--- src/rtl/cache_line_refill_if.sv ---
// Bundle between the refill engine and its neighbours: upstream miss request,
// cache line write/lookup port, and the single-word memory bus.
interface cache_line_refill_if #(
   parameter int CACHE_LINE_WIDTH = 6,
   parameter int TAG_WIDTH        = 20,
   parameter int ADDR_WIDTH       = 32
);
   logic                        start;
   logic [ADDR_WIDTH-1:0]       missAddr;
   logic [TAG_WIDTH-1:0]        victimTag;
   logic                        victimDirty;
   logic                        busy;
   logic                        done;

   logic                        lineWrite;
   logic [CACHE_LINE_WIDTH-1:0] lineWrOff;
   logic [TAG_WIDTH-1:0]        lineWrTag;
   logic                        lineWrVaild;
   logic                        lineWrDirty;
   logic [31:0]                 lineWrData;
   logic [3:0]                  lineWrByteEnable;
   logic [31:0]                 lineLkupData;

   logic [ADDR_WIDTH-1:0]       memAddr;
   logic                        memRead;
   logic                        memWrite;
   logic [31:0]                 memWrData;
   logic [31:0]                 memRdData;
   logic                        memAck;

   modport master (
      input  start, missAddr, victimTag, victimDirty, lineLkupData, memRdData, memAck,
      output busy, done, lineWrite, lineWrOff, lineWrTag, lineWrVaild, lineWrDirty,
             lineWrData, lineWrByteEnable, memAddr, memRead, memWrite, memWrData
   );

   modport slave (
      output start, missAddr, victimTag, victimDirty, lineLkupData, memRdData, memAck,
      input  busy, done, lineWrite, lineWrOff, lineWrTag, lineWrVaild, lineWrDirty,
             lineWrData, lineWrByteEnable, memAddr, memRead, memWrite, memWrData
   );
endinterface

--- src/rtl/cache_line_refill.sv ---
// Miss engine: optional dirty writeback then line refill, one word per memAck, no idle between words.
// Build option CACHE_REFILL_CRITICAL_WORD_FIRST_EN: refill starts at the missing word and wraps.
module cache_line_refill #(
   parameter int CACHE_LINE_WIDTH = 6,
   parameter int TAG_WIDTH        = 20,
   parameter int ADDR_WIDTH       = 32
) (
   input logic                 clk,
   input logic                 rst_n,
   cache_line_refill_if.master bus
);
   localparam int WORD_W  = CACHE_LINE_WIDTH - 2;
   localparam int INDEX_W = ADDR_WIDTH - TAG_WIDTH - CACHE_LINE_WIDTH;

   typedef enum logic [1:0] {IDLE, WB, FILL, DONE} state_t;

   state_t               state_q, state_d;
   logic [WORD_W-1:0]    cnt_q, cnt_d;
   logic [WORD_W-1:0]    first_q, first_d;
   logic [TAG_WIDTH-1:0] miss_tag_q, miss_tag_d;
   logic [TAG_WIDTH-1:0] victim_tag_q, victim_tag_d;
   logic [INDEX_W-1:0]   index_q, index_d;
   logic [WORD_W-1:0]    fill_word;
   logic                 last_word;

   assign last_word = &cnt_q;
   assign fill_word = first_q + cnt_q;

   always_ff @(posedge clk or negedge rst_n) begin
      if (!rst_n) begin
         state_q      <= IDLE;
         cnt_q        <= '0;
         first_q      <= '0;
         miss_tag_q   <= '0;
         victim_tag_q <= '0;
         index_q      <= '0;
      end else begin
         state_q      <= state_d;
         cnt_q        <= cnt_d;
         first_q      <= first_d;
         miss_tag_q   <= miss_tag_d;
         victim_tag_q <= victim_tag_d;
         index_q      <= index_d;
      end
   end

   always_comb begin
      state_d      = state_q;
      cnt_d        = cnt_q;
      first_d      = first_q;
      miss_tag_d   = miss_tag_q;
      victim_tag_d = victim_tag_q;
      index_d      = index_q;
      case (state_q)
         IDLE: begin
            if (bus.start) begin
               miss_tag_d   = bus.missAddr[ADDR_WIDTH-1 -: TAG_WIDTH];
               index_d      = bus.missAddr[CACHE_LINE_WIDTH +: INDEX_W];
               victim_tag_d = bus.victimTag;
`ifdef CACHE_REFILL_CRITICAL_WORD_FIRST_EN
               first_d      = bus.missAddr[CACHE_LINE_WIDTH-1:2];
`else
               first_d      = '0;
`endif
               cnt_d        = '0;
               state_d      = bus.victimDirty ? WB : FILL;
            end
         end
         WB: begin
            if (bus.memAck) begin
               cnt_d = cnt_q + 1'b1;
               if (last_word) begin
                  cnt_d   = '0;
                  state_d = FILL;
               end
            end
         end
         FILL: begin
            if (bus.memAck) begin
               cnt_d = cnt_q + 1'b1;
               if (last_word) state_d = DONE;
            end
         end
         default: state_d = IDLE;
      endcase
   end

   // Requests and line-port signals are pure functions of state and counter, so they
   // hold steady across memory wait states.
   always_comb begin
      bus.busy             = (state_q != IDLE);
      bus.done             = (state_q == DONE);
      bus.lineWrite        = 1'b0;
      bus.lineWrOff        = '0;
      bus.lineWrTag        = '0;
      bus.lineWrVaild      = 1'b0;
      bus.lineWrDirty      = 1'b0;
      bus.lineWrData       = '0;
      bus.lineWrByteEnable = 4'h0;
      bus.memAddr          = '0;
      bus.memRead          = 1'b0;
      bus.memWrite         = 1'b0;
      bus.memWrData        = '0;
      case (state_q)
         WB: begin
            bus.memWrite  = 1'b1;
            bus.memAddr   = {victim_tag_q, index_q, cnt_q, 2'b00};
            bus.lineWrOff = {cnt_q, 2'b00};
            bus.memWrData = bus.lineLkupData;
         end
         FILL: begin
            bus.memRead          = 1'b1;
            bus.memAddr          = {miss_tag_q, index_q, fill_word, 2'b00};
            bus.lineWrite        = bus.memAck;
            bus.lineWrOff        = {fill_word, 2'b00};
            bus.lineWrTag        = miss_tag_q;
            bus.lineWrVaild      = last_word;
            bus.lineWrData       = bus.memRdData;
            bus.lineWrByteEnable = {4{bus.memAck}};
         end
         default: ;
      endcase
   end
endmodule

--- src/flat_wrapper.sv ---
// flat-port wrapper written by rule: the top's interface ports become plain ports
module cache_line_refill_flat 
#(
   parameter int CACHE_LINE_WIDTH = 6,
   parameter int TAG_WIDTH        = 20,
   parameter int ADDR_WIDTH       = 32
)
  (clk, rst_n, bus_start, bus_missAddr, bus_victimTag, bus_victimDirty, bus_lineLkupData, bus_memRdData, bus_memAck, bus_busy, bus_done, bus_lineWrite, bus_lineWrOff, bus_lineWrTag, bus_lineWrVaild, bus_lineWrDirty, bus_lineWrData, bus_lineWrByteEnable, bus_memAddr, bus_memRead, bus_memWrite, bus_memWrData);
  cache_line_refill_if #(.CACHE_LINE_WIDTH(CACHE_LINE_WIDTH), .TAG_WIDTH(TAG_WIDTH), .ADDR_WIDTH(ADDR_WIDTH)) bus_i ();
  input logic clk;
  input logic rst_n;
  input wire logic [$bits(bus_i.start)-1:0] bus_start;
  input wire logic [$bits(bus_i.missAddr)-1:0] bus_missAddr;
  input wire logic [$bits(bus_i.victimTag)-1:0] bus_victimTag;
  input wire logic [$bits(bus_i.victimDirty)-1:0] bus_victimDirty;
  input wire logic [$bits(bus_i.lineLkupData)-1:0] bus_lineLkupData;
  input wire logic [$bits(bus_i.memRdData)-1:0] bus_memRdData;
  input wire logic [$bits(bus_i.memAck)-1:0] bus_memAck;
  output wire logic [$bits(bus_i.busy)-1:0] bus_busy;
  output wire logic [$bits(bus_i.done)-1:0] bus_done;
  output wire logic [$bits(bus_i.lineWrite)-1:0] bus_lineWrite;
  output wire logic [$bits(bus_i.lineWrOff)-1:0] bus_lineWrOff;
  output wire logic [$bits(bus_i.lineWrTag)-1:0] bus_lineWrTag;
  output wire logic [$bits(bus_i.lineWrVaild)-1:0] bus_lineWrVaild;
  output wire logic [$bits(bus_i.lineWrDirty)-1:0] bus_lineWrDirty;
  output wire logic [$bits(bus_i.lineWrData)-1:0] bus_lineWrData;
  output wire logic [$bits(bus_i.lineWrByteEnable)-1:0] bus_lineWrByteEnable;
  output wire logic [$bits(bus_i.memAddr)-1:0] bus_memAddr;
  output wire logic [$bits(bus_i.memRead)-1:0] bus_memRead;
  output wire logic [$bits(bus_i.memWrite)-1:0] bus_memWrite;
  output wire logic [$bits(bus_i.memWrData)-1:0] bus_memWrData;
  assign bus_i.start = bus_start;
  assign bus_i.missAddr = bus_missAddr;
  assign bus_i.victimTag = bus_victimTag;
  assign bus_i.victimDirty = bus_victimDirty;
  assign bus_i.lineLkupData = bus_lineLkupData;
  assign bus_i.memRdData = bus_memRdData;
  assign bus_i.memAck = bus_memAck;
  assign bus_busy = bus_i.busy;
  assign bus_done = bus_i.done;
  assign bus_lineWrite = bus_i.lineWrite;
  assign bus_lineWrOff = bus_i.lineWrOff;
  assign bus_lineWrTag = bus_i.lineWrTag;
  assign bus_lineWrVaild = bus_i.lineWrVaild;
  assign bus_lineWrDirty = bus_i.lineWrDirty;
  assign bus_lineWrData = bus_i.lineWrData;
  assign bus_lineWrByteEnable = bus_i.lineWrByteEnable;
  assign bus_memAddr = bus_i.memAddr;
  assign bus_memRead = bus_i.memRead;
  assign bus_memWrite = bus_i.memWrite;
  assign bus_memWrData = bus_i.memWrData;
  cache_line_refill #(.CACHE_LINE_WIDTH(CACHE_LINE_WIDTH), .TAG_WIDTH(TAG_WIDTH), .ADDR_WIDTH(ADDR_WIDTH)) u_core (.clk(clk), .rst_n(rst_n), .bus(bus_i));
endmodule
--- config.mk ---
export PLATFORM = sky130hd
export DESIGN_NAME = cache_line_refill_flat
export DESIGN_NICKNAME = d
export VERILOG_FILES = /design/src/rtl/cache_line_refill_if.sv /design/src/rtl/cache_line_refill.sv /design/src/flat_wrapper.sv
export SDC_FILE = /design/constraint.sdc
export NUM_CORES = 1
export LEC_CHECK = 0
export CORE_MARGIN = 1.5
export CORE_UTILIZATION = 33
export CTS_CLUSTER_SIZE = 25
export DETAILED_ROUTE_END_ITERATION = 12
export PLACE_DENSITY = 0.89
export SLEW_MARGIN = 20
export SYNTH_ARGS = -nofsm -noshare
export SYNTH_HDL_FRONTEND = slang
export SYNTH_SLANG_ARGS = --single-unit
export TNS_END_PERCENT = 50
--- constraint.sdc ---
create_clock -name clk -period 1.71 [get_ports clk]
set_input_delay 0.342 -clock clk [delete_from_list [all_inputs] [get_ports clk]]
set_output_delay 0.342 -clock clk [all_outputs]
set_load 0.1 [all_outputs]
Word-level counts from Yosys, hierarchy flattened. Index checks and enable logic that the tools add are counted.

Eq/ne operators: 8. $add $sub $neg: 1. Reductions and logical operators: 8. Muxes and demuxes: 22.

Operators with widths (count): 32-bit two-way mux (2); 32-bit case mux with 2 select lines (1); 20-bit two-way mux (1); 4-bit two-way mux (5); 2-bit two-way mux (6); 4-bit case mux with 3 select lines (1); 4-bit AND reduction (2); 6-bit two-way mux (1); 2-bit inequality test, second input constant (3); 2-bit case mux with 3 select lines (1); 5-bit AND reduction (1); 4-bit by 1-bit adder with 4-bit output, second input constant (1); 2-bit equality test, second input constant (2); 1-bit two-way mux (4); 2-bit by 1-bit inequality test with 1-bit output, second input constant (2); 3-bit nonzero test (1); 2-bit by 1-bit equality test with 1-bit output, second input constant (1); 2-bit logical NOT (1); 2-bit AND reduction (1); 2-bit nonzero test (1); 2-bit OR reduction (1).

Output and inout bits: 133. Word-level logic and storage cells: 44. Input port bits: 121. Register bits after elaboration: 52.

Logic depth before layout (Yosys ltp). Gate-level depths: netlist (run 1).

Depth in word-level cells: 4. Mapped depth: 7. Gate-level depth less buffers: 6.

Least setup slack after synthesis (run 1). Ideal clock, no wire load.

Path kind: register -> output. From: register u_core.state_q[0]. To: output port bus_memAddr[21]. Required time: 1368 ps. Path slack: -2513 ps. Stages on the path, launching flop included: 7. Buffers on the path: 1. Data arrival time: 3881 ps. Path through: dfrtp_1 -> inv_1 -> ha_1 -> clkbuf_1 -> and2_1 -> a21oi_1 -> nor2b_1.

Word-level cells in the longest chain between the ends: 2. Elaborated cells between the ends (all ways): 3. Classes of those cells: 2 x eq/ne; 1 x mux.

RTL lines: start, declared (line cache_line_refill.sv:17) `state_t state_q, state_d;`; start signal, assigned (line cache_line_refill.sv:38) `state_q <= state_d;`; 2-bit equality test / 2-bit by 1-bit equality test with 1-bit output (equally long branches) (line cache_line_refill.sv:104) `case (state_q)`; 32-bit case mux with 2 select lines * (line cache_line_refill.sv:104); end, declared (line flat_wrapper.sv:28) `output wire logic [$bits(bus_i.memAddr)-1:0] bus_memAddr;`.

Every way passes the cells marked *; elsewhere a longest branch is shown, timed or not.

Final worst setup path (run 1).
From: register u_core.state_q[1]. To: output port bus_memAddr[12].

The elaborated chain is that of the path after synthesis.

==> summary.md, run 1 <==
| Metric | Value |
|---|---|
| Synth-to-layout area growth | 174% |
| Layout cells sized above 1 | about two thirds |
| Crit Path Max Fanout | 7 |
| CP Data Required Time | ~1400 ps |
| TritonCTS buffer count | 5 |
| Ys Warns | 0 |
| Pin count of the biggest net entering global routing | 36 |
| Max Root-Sink Buffers | 2 |
| Seq/Total Area, Yosys | 41.8% |
| Critical Path Max Stage Delay | ~450 ps |
| Failing checks | negative setup slack |
| Hold Crit Depth | 1 |
| Post-DP HPWL | about 12000 um |
| Endpoints failing setup | 133 |
| Grt ovf | 0 |
| Reg-to-reg slack, setup | -350 ps |
| Max-cap violation count | 0 |
| CP Data Arrival Time | about 1900 ps |
| Die height | 100 um |
| Antenna fix cells | 0 |
| Cell count after synthesis | around 310 |
| Util after Layout | 92.9% |
| Die X | 100 um |
| # IOs | 254 |
| Setup crit start | u_core.state_q[1] |
| Cell count after placement | 678 |
| Wire per inst | ~28 um |
| Final Critical Period | about 2200 ps |
| Worst-margin pin slew | roughly 540 ps |
| DP Worst Slack | -126 ps |
| Vias post-DR | ~3800 |
| Final cell count without fillers | just over 700 |
| Wirelength, routed | 19700 um |
| Vias in the first global route | about 4200 |
| Fin. max-slew vios | 0 |
| Reg clk slew, reported paths | about 100 ps |
| Hold Crit Class | reg -> reg |
| Fin crit share | 129% |
| Clock latency on the worst-skew pair | 310 ps |
| CTS tree | done |
| Root buf cell | clkbuf_8 |
| Core ar. | 0.00920 mm^2 |
| Crit-path most repeated cell | buf_12 |
| Avg Inst Size Synth | slightly above 10 um^2 |
| Post-Syn Area | roughly 0.0031 mm^2 |
| Initial core utilization | about a third |
| Most common cell after layout, fill and taps aside | buf_12 |
| GPL Wtd Cong | between 0.7 and 0.8 |
| Fmax | 452 MHz |
| Initial DRC count | 131 |
| Die Area | 0.0100 mm^2 |
| Fin nets | ~720 |
| First-pass GRT wire length | 26200 um |
| RSZ-0062 raised after global routing | true |
| Fin Clk Skew | roughly 13 ps |
| Relative slew slack | 64.0% |
| Unique cell type count in the Yosys netlist | 29 |
| Fin. Hold Viols | 0 |
| Critical Path Source Type | register |
| Worst setup path end | bus_memAddr[12] |
| Most frequent cells in the layout | buf_12 (138), clkdlybuf4s50_1 (113), and2_4 (96) |
| RR Endpoint | u_core.cnt_q[3] |
| Worst setup margin | -504 ps |
| TritonRoute pass-1 iters | 4 |
| PortBufs | around 240 |
| Status | finished with violations |
| Worst setup EP type | primary output |
| Hold WS | roughly 530 ps |
| Initial antenna violation count | 0 |
| Cells on worst reg2reg path | 8 |
| Sink Count | 52 |
| CP cell instances | buf_6 > ha_4 > buf_12 > and2_4 > a21oi_4 > nor2b_4 > buf_12 |
| R2r startpoint | u_core.state_q[0] |
| Post-route DRC | 0 |
| # fillers | approximately 240 |
| Crit path max-delay cell type | dfrtp_1 |
| Site Rows | 35 |
| Post-route ant nets | 0 |
| Htree depth | 2 |
| Vias per inst | between 5 and 6 |
| Gr usage total | ~35% |
| WS Path Type | reg -> out |
| FF+latch count, synth | 52 |
-- cell usage after synthesis --
library cell	number	area share, %
o21ai_0	2	0.32
nand2b_1	1	0.20
o21ai_1	1	0.16
nor2b_1	21	4.2
o21ai_2	1	0.28
mux2_1	4	1.4
dfrtp_1	52	42
and2b_1	1	0.24
o22ai_1	1	0.20
and2_1	97	19
ha_1	6	2.4
o21ba_1	1	0.32
o221ai_1	1	0.28
nand2_1	2	0.24
nor2_1	5	0.60
nor3_4	1	0.52
clkbuf_1	11	1.3
nand3_1	4	0.64
mux2i_1	1	0.32
nand2_2	1	0.20
a21oi_1	21	3.4
o21a_1	1	0.24
inv_1	8	0.96
a32o_1	1	0.32
mux2_2	44	16
a41oi_2	1	0.52
buf_4	10	2.4
buf_2	6	0.96
conb_1	1	0.12
-- what timing repair did --
item	CTS	global route
endpoints found under the hold margin	10	0
endpoints found under the setup margin	132	133
pin swaps	21	10
buffers inserted	9	3
resized for setup	83	14
gates cloned	6	3
hold buffers	1	0
-- state kept, by name (all words and copies together) (netlist names) --
name                 cells
u_core.cnt_q             4
u_core.miss_tag_q       20
u_core.victim_tag_q     20
u_core.index_q           6
u_core.state_q           2
-- routing by layer --
metal	global-route usage [%]	vias to the layer above	wire length, um
li1	-	1566	-
met1	35.7	1856	6400
met2	65.6	263	10700
met3	8.29	91	1320
met4	22.5	0	1280
met5	0	-	0
-- worst min path at each step --
stage / startpoint / end / slack [ps]
2_1_floorplan: rst_n / u_core.cnt_q[0] / 50
3_3_place_gp: rst_n / u_core.victim_tag_q[17] / 320
3_5_place_dp: rst_n / u_core.victim_tag_q[17] / 330
4_1_cts: u_core.miss_tag_q[17] / u_core.miss_tag_q[17] / 520
5_1_grt: u_core.index_q[4] / u_core.index_q[4] / 540
6_report: u_core.index_q[4] / u_core.index_q[4] / 530
-- worst max-delay path: cells and delay by family, from the launching register on --
family,cells,cell delay [ps]
AOI/OAI and AO/OA,1,50
buffers and inverters,3,500
DFF,1,450
adders and majority gates,1,230
and+or+nand+nor,2,330
-- logic make-up (layout without fill, tap and decap cells) --
family | Yosys count | after routing | share of synthesized area, %
simple gates | 133 | 133 | 26.3
flops | 52 | 52 | 41.8
mux | 49 | 49 | 17.7
buf+inv | 35 | 319 | 5.66
compound gates | 31 | 32 | 6.02
fa+ha+maj | 6 | 6 | 2.41
other cells | 1 | 5 | 0.120
-- through the flow --
stage / instance area (um^2) / TNS [ps]
6_report: 8540 / -51930
5_1_grt: 8540 / -56620
4_1_cts: 8380 / -41380
3_5_place_dp: 7850 / -4620
3_3_place_gp: 7850 / -1250
2_1_floorplan: 3870 / -44270
-- area by class of cell --
type | count | area [um^2] | share of cell area [%]
repair buffers | 303 | 4560 | 53.4
multi-input cells | 225 | 2410 | 28.2
flip-flops and latches | 52 | 1300 | 15.2
well taps | 111 | 139 | 1.63
clock buffers | 7 | 86.3 | 1.01
inverters | 8 | 35.0 | 0.410
clock inverters | 1 | 7.51 | 0.0879
Power of run 1 is left out: the tool's default activity adds up to more than one toggle a clock period on the data nets, which glitch-free logic cannot reach.
==> run 2, diff against run 1 <==
--- a/config.mk
+++ b/config.mk
@@ -5,7 +5,6 @@
 export SDC_FILE = /design/constraint.sdc
 export NUM_CORES = 1
 export LEC_CHECK = 0
-export CORE_MARGIN = 1.5
 export CORE_UTILIZATION = 33
 export CTS_CLUSTER_SIZE = 25
 export DETAILED_ROUTE_END_ITERATION = 12
==> run 2 against run 1 <==
The run still ends with negative setup slack left. Final area decreased by 0.25%. Maximum frequency increased by 2.7%. Count of clock-buffer cells in the layout decreased by 1. Global-route usage decreased by 3.0 points. Hold slack got worse by 520 ps. Sequential cell count unchanged. Via count decreased by 1.4%.
==> summary.md, run 2 (synthesized netlist as in run 1, its figures left out) <==
| Metric | Value |
|---|---|
| Status | finished with violations |
| Failing checks | negative setup slack |
| Sink Count | 52 |
| CTS tree | done |
| Post-DP HPWL | roughly 11000 um |
| Vias in the first global route | 4041 |
| RSZ-0062 raised after global routing | true |
| Vias per inst | ~5.3 |
| Gr usage total | 32.4% |
| Htree depth | 2 |
| TritonRoute pass-1 iters | 4 |
| Pin count of the biggest net entering global routing | 53 |
| Endpoints failing setup | roughly 130 |
| Setup_tns | -45840 ps |
| First-pass GRT wire length | between 20000 and 25000 um |
| CP top delay family | buffers and inverters |
| CP Data Arrival Time | around 1800 ps |
| CP cell instances | inv_4 > ha_4 > buf_12 > buf_12 > buf_8 > and2_4 > buf_12 |
| Fin crit share | 126% |
| Grt ovf | 0 |
| Fmax | between 400 and 500 MHz |
| Worst setup EP type | primary output |
| RR Endpoint | u_core.cnt_q[3] |
| Setup crit start | u_core.state_q[0] |
| Fin. max-slew vios | 0 |
| Max-cap violation count | 0 |
| Hold Crit Class | in -> async |
| Crit Path Max Fanout | 7 |
| DP Area | between 0.007 and 0.008 mm^2 |
| WP depth | 7 |
| Fin Clk Skew | 20.5 ps |
| Core ar. | roughly 0.0092 mm^2 |
| Root buf cell | clkbuf_8 |
| WS Path Type | reg -> out |
| Die Area | approximately 0.0098 mm^2 |
| Worst Path Buf+Inv | 5 |
| Fin. Hold Viols | 0 |
| Crit-path most repeated cell | buf_12 |
| Die X | slightly below 100 um |
| Wirelength, routed | 18900 um |
| # IOs | between 200 and 300 |
| R2r startpoint | u_core.state_q[1] |
| Critical Path Max Stage Delay | about 450 ps |
| Post-route DRC | 0 |
| PortBufs | roughly 240 |
| Final Critical Period | around 2200 ps |
| TritonCTS buffer count | 5 |
| Reg clk slew, reported paths | 110 ps |
| Largest registers | u_core.miss_tag_q x20, u_core.victim_tag_q x20, u_core.index_q x6 |
| GPL Wtd Cong | 0.752 |
| Site Rows | 35 |
| Layout cells sized above 1 | 67.3% |
| Most frequent cells in the layout | buf_12 (142), clkdlybuf4s50_1 (113), and2_4 (97) |
| Vias post-DR | between 3000 and 4000 |
| CP Data Required Time | 1370 ps |
| Crit path max-delay cell type | dfrtp_2 |
| Cells on worst reg2reg path | 8 |
| Initial core utilization | between 30% and 40% |
| Fin area | approximately 0.0085 mm^2 |
| Critical Path Source Type | register |
| Worst setup path end | bus_lineWrData[18] |
| Initial antenna violation count | 0 |
| Fin nets | roughly 720 |
| Reg-to-reg slack, setup | -310 ps |
| Die height | 99.2 um |
| Antenna fix cells | 0 |
| Synth-to-layout area growth | 173% |
| Clock latency on the worst-skew pair | 320 ps |
| Wire per inst | 26.7 um |
| Max Root-Sink Buffers | 2 |
| Post-route ant nets | 0 |
| Initial DRC count | ~120 |
| Worst setup margin | -445 ps |
| Most common cell after layout, fill and taps aside | buf_12 |
run 2: changes by cell type in the layout (fill, tap and decap cells not counted), sizes merged:
cell | before | now
inv | 8 | 9
dlygate4sd3 | 1 | 0
clkinv | 0 | 1
buf | 186 | 189
clkinvlp | 1 | 0
clkbuf | 10 | 8
run 2: how the worst min path moves through the flow:
stage,startpoint,endpoint,cells after the start
after floorplan,rst_n,u_core.cnt_q[0],0
after global placement,rst_n,u_core.miss_tag_q[11],2
after detailed placement,rst_n,u_core.miss_tag_q[17],2
after CTS,rst_n,u_core.victim_tag_q[7],2
after global routing,rst_n,u_core.index_q[0],2
final,rst_n,u_core.miss_tag_q[7],2
run 2: area by class of cell:
cell class	count	area, um^2
timing repair buffer	304	4560
multi-input combinational	225	2390
sequential	52	1300
fill	273	676
tap	111	139
clock buffer	6	82.6
inverter	8	35.0
clock inverter	2	13.8
run 2: per-layer routing:
layer | routed length [um] | part of all wire, % | global-route usage, %
met1 | 6050 | 32 | 31.0
met5 | 0 | 0 | 0
met3 | 1130 | 6.0 | 6.32
met4 | 1160 | 6.1 | 15.0
met2 | 10500 | 56 | 65.8
run 2: per-stage QoR:
step	cells	hold WS (ps)	utilization, %	worst slack [ps]
after floorplan	311	46.4	-	-650
after global placement	679	359	85.7	-92.4
after detailed placement	679	361	85.7	-171
after CTS	702	18.4	91.4	-414
after global routing	708	30.8	92.7	-479
final	708	8.18	92.7	-445
run 2: repair_timing:
action                     CTS  global route
setup endpoints to repair  133           134
setup buffers                9             6
hold buffers                 0             0
gates resized for setup     74            20
gates cloned                 6             2
pin swaps                   23             9
Power of run 2 is left out for the same reason.
